[src/rtl/router_pkg.sv]
// Shared types and header layout for the router packet transmitter.
// Optional build macro used by router_pkt_tx: ROUTER_TX_ERR_INJ_EN.
package router_pkg;

    typedef enum logic [2:0] {
        IDLE    = 3'd0,
        LOAD    = 3'd1,
        HEADER  = 3'd2,
        PAYLOAD = 3'd3,
        PARITY  = 3'd4,
        GAP     = 3'd5
    } state_t;

    localparam logic [1:0] ADDR_ILLEGAL = 2'b11;

    localparam int LEN_MSB  = 7;
    localparam int LEN_LSB  = 2;
    localparam int ADDR_MSB = 1;
    localparam int ADDR_LSB = 0;

    localparam int MAX_LEN_LIMIT = 63;

    // Header byte as the router expects it: length in the upper six bits.
    function automatic logic [7:0] make_header(input logic [5:0] len, input logic [1:0] addr);
        logic [7:0] h;
        h = '0;
        h[LEN_MSB:LEN_LSB]   = len;
        h[ADDR_MSB:ADDR_LSB] = addr;
        return h;
    endfunction

endpackage

[src/rtl/router_tx_buf.sv]
// 64x8 payload buffer: synchronous write, combinational read, contents survive reset.
module router_tx_buf (
    input  logic       clock,
    input  logic       wr_en,
    input  logic [5:0] wr_addr,
    input  logic [7:0] wr_data,
    input  logic [5:0] rd_addr,
    output logic [7:0] rd_data
);

    logic [7:0] mem [0:63];

    always_ff @(posedge clock) begin
        if (wr_en) begin
            mem[wr_addr] <= wr_data;
        end
    end

    assign rd_data = mem[rd_addr];

endmodule

[src/rtl/router_pkt_tx.sv]
// Byte-serial packet source for the 1x3 router: header, buffered payload, even XOR parity.
// Build macro ROUTER_TX_ERR_INJ_EN adds inject_err to corrupt bit 0 of the parity byte.
module router_pkt_tx
    import router_pkg::*;
#(
    parameter int MAX_LEN    = 63,
    parameter int GAP_CYCLES = 2
) (
    input  logic       clock,
    input  logic       reset,
    input  logic       start,
`ifdef ROUTER_TX_ERR_INJ_EN
    input  logic       inject_err,
`endif
    input  logic [1:0] dest_addr,
    input  logic [5:0] payload_len,
    output logic       start_ready,
    input  logic [7:0] pl_data,
    input  logic       pl_valid,
    output logic       pl_ready,
    input  logic       busy,
    output logic [7:0] data_out,
    output logic       pkt_valid,
    output logic       done,
    output logic       err,
    output logic [2:0] dbg_state
);

    localparam int LEN_CAP = (MAX_LEN > MAX_LEN_LIMIT) ? MAX_LEN_LIMIT : MAX_LEN;
    localparam int GW      = (GAP_CYCLES > 1) ? $clog2(GAP_CYCLES) : 1;

    // Handshakes: a start is taken on a rising edge with start && start_ready; a
    // payload byte is written on pl_valid && pl_ready; an output byte is
    // transferred on any edge in HEADER/PAYLOAD/PARITY with busy low, otherwise held.

    state_t          state, state_d;
    logic [5:0]      wr_cnt, wr_cnt_d;
    logic [5:0]      rd_cnt, rd_cnt_d;
    logic [GW-1:0]   gap_cnt, gap_cnt_d;
    logic [5:0]      len_q, len_d;
    logic [1:0]      addr_q, addr_d;
    logic            inj_q, inj_d;
    logic            inj_in;
    logic [7:0]      parity_q, parity_d;
    logic [7:0]      data_out_d;
    logic            pkt_valid_d;
    logic            done_d;
    logic            err_d;
    logic            buf_we;
    logic [5:0]      rd_addr;
    logic [7:0]      rd_data;

`ifdef ROUTER_TX_ERR_INJ_EN
    assign inj_in = inject_err;
`else
    assign inj_in = 1'b0;
`endif

    router_tx_buf u_buf (
        .clock   (clock),
        .wr_en   (buf_we),
        .wr_addr (wr_cnt),
        .wr_data (pl_data),
        .rd_addr (rd_addr),
        .rd_data (rd_data)
    );

    always_ff @(posedge clock) begin
        if (reset) begin
            state     <= IDLE;
            wr_cnt    <= '0;
            rd_cnt    <= '0;
            gap_cnt   <= '0;
            len_q     <= '0;
            addr_q    <= '0;
            inj_q     <= 1'b0;
            parity_q  <= '0;
            data_out  <= '0;
            pkt_valid <= 1'b0;
            done      <= 1'b0;
            err       <= 1'b0;
        end else begin
            state     <= state_d;
            wr_cnt    <= wr_cnt_d;
            rd_cnt    <= rd_cnt_d;
            gap_cnt   <= gap_cnt_d;
            len_q     <= len_d;
            addr_q    <= addr_d;
            inj_q     <= inj_d;
            parity_q  <= parity_d;
            data_out  <= data_out_d;
            pkt_valid <= pkt_valid_d;
            done      <= done_d;
            err       <= err_d;
        end
    end

    always_comb begin
        state_d     = state;
        wr_cnt_d    = wr_cnt;
        rd_cnt_d    = rd_cnt;
        gap_cnt_d   = gap_cnt;
        len_d       = len_q;
        addr_d      = addr_q;
        inj_d       = inj_q;
        parity_d    = parity_q;
        data_out_d  = data_out;
        pkt_valid_d = pkt_valid;
        done_d      = 1'b0;
        err_d       = 1'b0;
        buf_we      = 1'b0;
        rd_addr     = rd_cnt + 6'd1;
        start_ready = 1'b0;
        pl_ready    = 1'b0;

        case (state)
            IDLE: begin
                start_ready = 1'b1;
                if (start) begin
                    len_d  = payload_len;
                    addr_d = dest_addr;
                    inj_d  = inj_in;
                    if (dest_addr == ADDR_ILLEGAL || payload_len == 6'd0 ||
                        payload_len > 6'(LEN_CAP)) begin
                        err_d = 1'b1;
                    end else begin
                        wr_cnt_d = '0;
                        state_d  = LOAD;
                    end
                end
            end

            LOAD: begin
                pl_ready = 1'b1;
                if (pl_valid) begin
                    buf_we   = 1'b1;
                    wr_cnt_d = wr_cnt + 6'd1;
                    // Header goes out on the very edge that stores the last byte.
                    if (wr_cnt == len_q - 6'd1) begin
                        data_out_d  = make_header(len_q, addr_q);
                        parity_d    = make_header(len_q, addr_q);
                        pkt_valid_d = 1'b1;
                        state_d     = HEADER;
                    end
                end
            end

            HEADER: begin
                rd_addr = 6'd0;
                if (!busy) begin
                    data_out_d = rd_data;
                    rd_cnt_d   = '0;
                    state_d    = PAYLOAD;
                end
            end

            PAYLOAD: begin
                if (!busy) begin
                    parity_d = parity_q ^ data_out;
                    if (rd_cnt == len_q - 6'd1) begin
                        data_out_d  = parity_q ^ data_out ^ {7'b0, inj_q};
                        pkt_valid_d = 1'b0;
                        state_d     = PARITY;
                    end else begin
                        data_out_d = rd_data;
                        rd_cnt_d   = rd_cnt + 6'd1;
                    end
                end
            end

            PARITY: begin
                if (!busy) begin
                    data_out_d = '0;
                    done_d     = 1'b1;
                    gap_cnt_d  = '0;
                    state_d    = GAP;
                end
            end

            GAP: begin
                if (gap_cnt == GW'(GAP_CYCLES - 1)) begin
                    state_d = IDLE;
                end else begin
                    gap_cnt_d = gap_cnt + 1'b1;
                end
            end

            default: begin
                state_d = IDLE;
            end
        endcase
    end

    assign dbg_state = state;

endmodule
[config.mk]
export PLATFORM = sky130hd
export DESIGN_NAME = router_pkt_tx
export DESIGN_NICKNAME = d
export VERILOG_FILES = /design/src/rtl/router_pkg.sv /design/src/rtl/router_tx_buf.sv /design/src/rtl/router_pkt_tx.sv
export SDC_FILE = /design/constraint.sdc
export NUM_CORES = 1
export LEC_CHECK = 0
export CAP_MARGIN = 10
export CORE_AREA = 2 2 209 211
export DETAILED_ROUTE_END_ITERATION = 10
export DIE_AREA = 0 0 211 213
export PLACE_DENSITY = 0.72
export SYNTH_ARGS = -nofsm -noshare
export SYNTH_HDL_FRONTEND = slang
export SYNTH_SLANG_ARGS = --single-unit
[constraint.sdc]
create_clock -name clock -period 2.9 [get_ports clock]
set_clock_uncertainty 0.15 [all_clocks]
set_input_delay 0.725 -clock clock [delete_from_list [all_inputs] [get_ports clock]]
set_output_delay 0.725 -clock clock [all_outputs]
set_load 0.02 [all_outputs]
==> results of run 1 <==
==> area by class of cell <==
| class | instances | share of cell area |
|---|---|---|
| clock buffers | 66 | 0.0505 |
| clock inverters | 35 | 0.0139 |
| inverters | 15 | 0.00202 |
| multi-input cells | 960 | 0.236 |
| flip-flops and latches | 555 | 0.569 |
| well taps | 546 | 0.0240 |
| repair buffers | 327 | 0.104 |
==> synthesized netlist by cell type, types with 10 or more instances <==
cell type / number
o221ai_1: 14
o22ai_1: 23
nor3_1: 19
nor2_1: 121
nor2b_1: 13
mux2i_1: 70
nand3_1: 32
xnor2_1: 10
nand2_1: 128
dfxtp_1: 43
clkbuf_1: 56
a22oi_1: 22
o211ai_1: 14
xor2_1: 11
a221oi_1: 23
nor3b_1: 10
or3_1: 16
nand2b_1: 16
o21ai_0: 73
inv_1: 14
buf_2: 42
a211oi_1: 26
a31oi_1: 30
mux2_2: 17
mux4_2: 30
a21oi_1: 101
and2_1: 13
edfxtp_1: 512
==> metrics by stage <==
step / hold slack (ns) / cells / setup TNS, ns / cell area (um^2) / setup WS (ns)
6_report: 0.330 / 2504 / 0 / 28500 / 0.0316
5_1_grt: 0.360 / 2504 / -0.118 / 28500 / -0.0555
4_1_cts: 0.327 / 2500 / -0.00147 / 28300 / -0.00147
3_5_place_dp: 0.317 / 2399 / -0.657 / 26500 / -0.352
3_3_place_gp: 0.324 / 2399 / -0.615 / 26500 / -0.389
2_1_floorplan: 0.300 / 1641 / -1.29 / 23300 / -0.0229
==> kinds of logic (layout without fill, tap and decap cells) <==
logic type | Yosys count | after routing | synth area share
AOI/OAI and AO/OA | 402 | 402 | 0.115
xor gates and xnor gates | 26 | 26 | 0.0127
adders and majority gates | 3 | 3 | 0.00161
buffers and inverters | 126 | 443 | 0.0238
DFF | 555 | 555 | 0.696
muxes | 117 | 117 | 0.0673
and+or+nand+nor | 412 | 412 | 0.0835
==> state kept, by name (all words and copies together) (netlist names) <==
register,count
u_buf.mem,512
done,1
data_out,8
rd_cnt,6
addr_q,2
err,1
parity_q,8
pkt_valid,1
dbg_state,3
len_q,6
wr_cnt,6
gap_cnt,1
==> critical path: stages (launching register included) <==
cell and delay [ns]:
dfxtp_4 0.37, ha_4 0.20, xnor2_2 0.32, buf_4 0.22, buf_12 0.17, and2_1 0.19
a2111oi_4 0.06, a31oi_1 0.24, nand4_1 0.23, a31oi_1 0.32, buf_4 0.15, o21ai_0 0.08
nand3_1 0.09
==> layer usage <==
layer	vias up	wire length, um	share of wire
li1	6970	-	-
met1	7991	27100	0.39
met2	933	31700	0.45
met3	195	7020	0.10
met4	0	4000	0.057
met5	-	0	0
==> power by group <==
group | leakage (nW) | internal (mW) | switching [mW]
registers | 4.95 | 8.75 | 0.0171
clock network | 0.895 | 4.25 | 3.02
logic | 3.70 | 0.166 | 0.301
==> final timing paths <==
check            start           to  slack (ns)
min            gap_cnt      gap_cnt        0.33
max reg2reg  rd_cnt[0]  data_out[4]        0.03
max          rd_cnt[0]  data_out[4]        0.03
min reg2reg    gap_cnt      gap_cnt        0.33
==> timing repair <==
item / CTS / global route
pin swaps: 3 / 5
buffers inserted: 0 / 4
gates cloned: 0 / 0
endpoints found under the setup margin: 7 / 9
resized for setup: 14 / 35
endpoints found under the hold margin: 0 / 0
==> cell usage in the layout (no fill, tap or decap), types with 10 or more instances in the layout <==
master           instances
edfxtp_1               512
buf_4                  251
nand2_1                125
nor2_1                 119
a21oi_1                100
o21ai_0                 70
mux2i_1                 70
clkbuf_16               56
dfxtp_1                 40
buf_12                  36
nand3_1                 32
mux4_2                  30
a31oi_1                 26
clkdlybuf4s50_1         26
a211oi_1                24
o22ai_1                 23
a221oi_1                22
a22oi_1                 21
nor3_1                  17
mux2_2                  17
or3_1                   16
nand2b_1                16
o211ai_1                14
inv_1                   13
nor2b_1                 13
and2_1                  13
clkinv_2                13
o221ai_1                13
clkbuf_1                10
==> impl_metrics.json, run 1 <==
{
  "syn_avg_cell_area_um2": 14.2,
  "grt_util_met1": 0.417,
  "synth_ff_type": "edfxtp_1",
  "final_antenna_net_count": 0,
  "die_w_um": 211,
  "met2_usage": 0.488,
  "grt_overflow_total": 0,
  "viasPerCell": 6.43,
  "syn-num-nets": 1665,
  "hold_violations": 0,
  "finalWirelength_mm": 69.8,
  "async_flop_share": 0,
  "grt_pass1_vias": 15749,
  "crit_path_end_kind": "flop",
  "yosysSeqAreaShare": 0.696,
  "arrival_ns": 3.26,
  "grt_use_met3": 0.0743,
  "wire_per_inst_um": 27.9,
  "cts_buffer_depth": 3,
  "diodes": 0,
  "cp_max_fo": 17,
  "grt-busiest-layer": "met2",
  "synth_top_area_frac": 0.660,
  "path_class": "reg2reg",
  "total_power_mw": 16.5,
  "vias": 16089,
  "drc_errors": 0,
  "design.core.area_um2": 42700,
  "required_ns": 3.30,
  "gp_congestion": 0.978,
  "grt_max_degree": 65,
  "clock_latency_ns": 0.61,
  "dieHeight_um": 213,
  "drtPass1Iterations": 5,
  "die_area_um2": 44900,
  "leakage_nw": 9.54,
  "multi_input_area_um2": 6740,
  "ys_seq_elements": 555,
  "period_needed_ns": 2.87,
  "grt_usage": 0.316,
  "post-route-period-util": 0.989,
  "fin_util": 0.668,
  "fill_cells": 2898,
  "status": "completed",
  "io_pins": 37,
  "clkSinkCount": 555,
  "seq_area_um2": 16200,
  "ys_types": 75,
  "drv_slew": 0,
  "cts_buffers": 55,
  "synth_area_um2": 23300,
  "syn_inst": 1641,
  "max_freq_mhz": 349,
  "ir_drop_mv": 0.396,
  "yosysTopAreaCell": "edfxtp_1",
  "power.density_nw_per_um2": 579,
  "antenna_found_initial": 0,
  "slew_headroom": 0.594,
  "hold_buffers": 0,
  "hold_path_depth": 2,
  "drive_gt1_frac": 0.249,
  "ys_top_cells_by_area": "edfxtp_1, dfxtp_1, mux2i_1",
  "hpwl_mm": 46.4,
  "cts-root-buf": "clkbuf_16",
  "nets": 1938,
  "cts_tree": "yes",
  "synth_enable_flop_cells": 512,
  "grt_pass1_wl_mm": 102,
  "cts.htree.levels": 2,
  "synth_warnings": 0,
  "drtIter0Drc": 2123,
  "tightest_slew_ns": 0.606,
  "startpoint_type": "flop",
  "rows": 76,
  "rsz0062_at_grt": "true",
  "hp-class": "reg2reg",
  "start_util": 0.546,
  "areaGrowthSynthToFinish_pct": 22.3,
  "io_buffers": 36,
  "finalSetupViolCount": 0,
  "path_clk_slew_ns": 0.07,
  "max_cap_violations": 0,
  "r2r_cells": 12
}
No activity file was read; power rests on OpenSTA's default activity.
==> run 2: changes to the inputs <==
--- a/config.mk
+++ b/config.mk
@@ -6,10 +6,12 @@
 export NUM_CORES = 1
 export LEC_CHECK = 0
 export CAP_MARGIN = 10
-export CORE_AREA = 2 2 209 211
+export CELL_PAD_IN_SITES_DETAIL_PLACEMENT = 0
+export CELL_PAD_IN_SITES_GLOBAL_PLACEMENT = 1
+export CORE_AREA = 2 2 224 226
 export DETAILED_ROUTE_END_ITERATION = 10
-export DIE_AREA = 0 0 211 213
-export PLACE_DENSITY = 0.72
+export DIE_AREA = 0 0 226 228
+export PLACE_DENSITY = 0.73
 export SYNTH_ARGS = -nofsm -noshare
 export SYNTH_HDL_FRONTEND = slang
 export SYNTH_SLANG_ARGS = --single-unit
==> impl_metrics.json, run 2 (synthesized netlist as in run 1, its figures left out) <==
{
  "finalWirelength_mm": 75.7,
  "hold_violations": 0,
  "path_class": "reg2reg",
  "regMostFlops": "u_buf.mem",
  "rr_startpoint": "rd_cnt[0]",
  "post-route-period-util": 1.00,
  "power.density_nw_per_um2": 557,
  "leakage_nw": 9.97,
  "status": "finished, violations left",
  "hpwl_mm": 49.8,
  "final_area_um2": 29500,
  "hp-class": "reg2reg",
  "largest_reg_flops": 512,
  "drtIter0Drc": 2074,
  "start_util": 0.472,
  "grt_max_degree": 65,
  "path_cells": "ha_4 > buf_12 > buf_16 > mux4_2 > o2bb2ai_4 > o211ai_1 > a21boi_2 > buf_4 > mux2i_1 > o32ai_2",
  "startpoint": "rd_cnt[0]",
  "grt_usage": 0.293,
  "fin_hold_ws_ns": 0.336,
  "slew_headroom": 0.386,
  "clock_latency_ns": 0.63,
  "io_pins": 37,
  "path_clk_slew_ns": 0.07,
  "place_ws_ns": -0.545,
  "cp_slowest_cell": "mux4_2",
  "vias": 16443,
  "rsz0062_at_grt": "true",
  "grt_pass1_wl_mm": 110,
  "drc_errors": 0,
  "viasPerCell": 6.09,
  "cts_tree": "yes",
  "max_cap_violations": 0,
  "startpoint_type": "flop",
  "crit_path_end_kind": "flop",
  "max_freq_mhz": 344,
  "required_ns": 3.26,
  "die_w_um": 226,
  "areaGrowthSynthToFinish_pct": 26.7,
  "die_area_um2": 51500,
  "cts_buffers": 57,
  "final_antenna_net_count": 0,
  "cts-root-buf": "clkbuf_16",
  "mostFrequentLayoutCell": "edfxtp_1",
  "cpPeakStageDelay_ns": 0.52,
  "path_buf_inv": 3,
  "drv_slew": 0,
  "arrival_ns": 3.27,
  "io_buffers": 36,
  "min-delay-start": "gap_cnt",
  "largestRegisters": "u_buf.mem: 512 flops, data_out: 8 flops, parity_q: 8 flops",
  "hold_buffers": 0,
  "finalSetupViolCount": 1,
  "fin_util": 0.599,
  "grt_pass1_vias": 16174,
  "rows": 82,
  "cts_buffer_depth": 3,
  "clkSinkCount": 555,
  "tightest_slew_ns": 0.921,
  "cp_max_fo": 6,
  "mostFrequentLayoutCells": "edfxtp_1, buf_4, nand2_1",
  "wire_per_inst_um": 28.0,
  "cpLargestDelayFamily": "compound AO/OA/AOI/OAI gates",
  "violations": "setup timing",
  "period_needed_ns": 2.90,
  "placed_area_um2": 26900,
  "diodes": 0,
  "final_cell_count_no_fill": 2698,
  "cts.htree.levels": 2,
  "dp_cells": 2560,
  "gp_congestion": 0.969,
  "design.core.area_um2": 49300,
  "drtPass1Iterations": 5,
  "drive_gt1_frac": 0.285,
  "antenna_found_initial": 0,
  "dieHeight_um": 228,
  "grt_overflow_total": 0,
  "ir_drop_mv": 0.458,
  "layout_setup_ws_ns": -0.00447,
  "nets": 2002
}
[run 2: cell types whose count changed in the layout (fill, tap and decap cells not counted), sizes merged]
cell / previous run / this run
buf: 299 / 355
clkinv: 24 / 29
inv: 15 / 20
bufinv: 8 / 4
clkbuf: 67 / 71
bufbuf: 0 / 2
[run 2: what timing repair did]
item / 4_1_cts / 5_1_grt
hold endpoints to repair: 0 / 0
gates cloned: 2 / 4
buffers inserted: 10 / 15
resized for setup: 35 / 77
pin swaps: 3 / 17
setup endpoints to repair: 10 / 19
[run 2: area by class of cell]
type,instances,area [um^2]
Inverter,15,62.6
Fill cell,3785,19800
Clock buffer,66,1480
Multi-Input combinational cell,960,6940
Tap cell,672,841
Sequential cell,555,16200
Clock inverter,41,344
Timing Repair Buffer,389,3620
[run 2: path summary, 6_finish.rpt]
path / cells after the start / slack (ns) / endpoint
worst max register to register: 10 / -0.004 / data_out[6]
worst min-delay path: 2 / 0.34 / gap_cnt
worst min register to register: 2 / 0.34 / gap_cnt
worst max-delay path: 10 / -0.004 / data_out[6]
[run 2: worst reg2reg max path: stages, from the launching register on]
cell and delay, ns:
dfxtp_4 0.37, ha_4 0.35, buf_12 0.16, buf_16 0.15, mux4_2 0.53, o2bb2ai_4 0.15
o211ai_1 0.39, a21boi_2 0.14, buf_4 0.15, mux2i_1 0.15, o32ai_2 0.10
[run 2: per-layer routing]
metal | global-route usage | vias to the layer above | share of wire
met4 | 0.114 | 0 | 0.046
li1 | - | 7124 | -
met1 | 0.407 | 8269 | 0.40
met3 | 0.0607 | 176 | 0.090
met2 | 0.455 | 874 | 0.46
met5 | 0 | - | 0
[run 2: through the flow]
stage | TNS (ns) | total power, mW
detailed placement | -2.10 | 9.41
finish | -0.00447 | 16.4
CTS | -0.0588 | 16.5
global placement | -2.34 | 9.40
floorplan | -1.29 | 9.11
global route | -0.0903 | 16.9
[run 2: power by group]
group          switching [mW]  internal [mW]  total, mW
combinational           0.305          0.168      0.474
sequential             0.0176           8.75       8.77
clock                    3.16           4.04       7.21
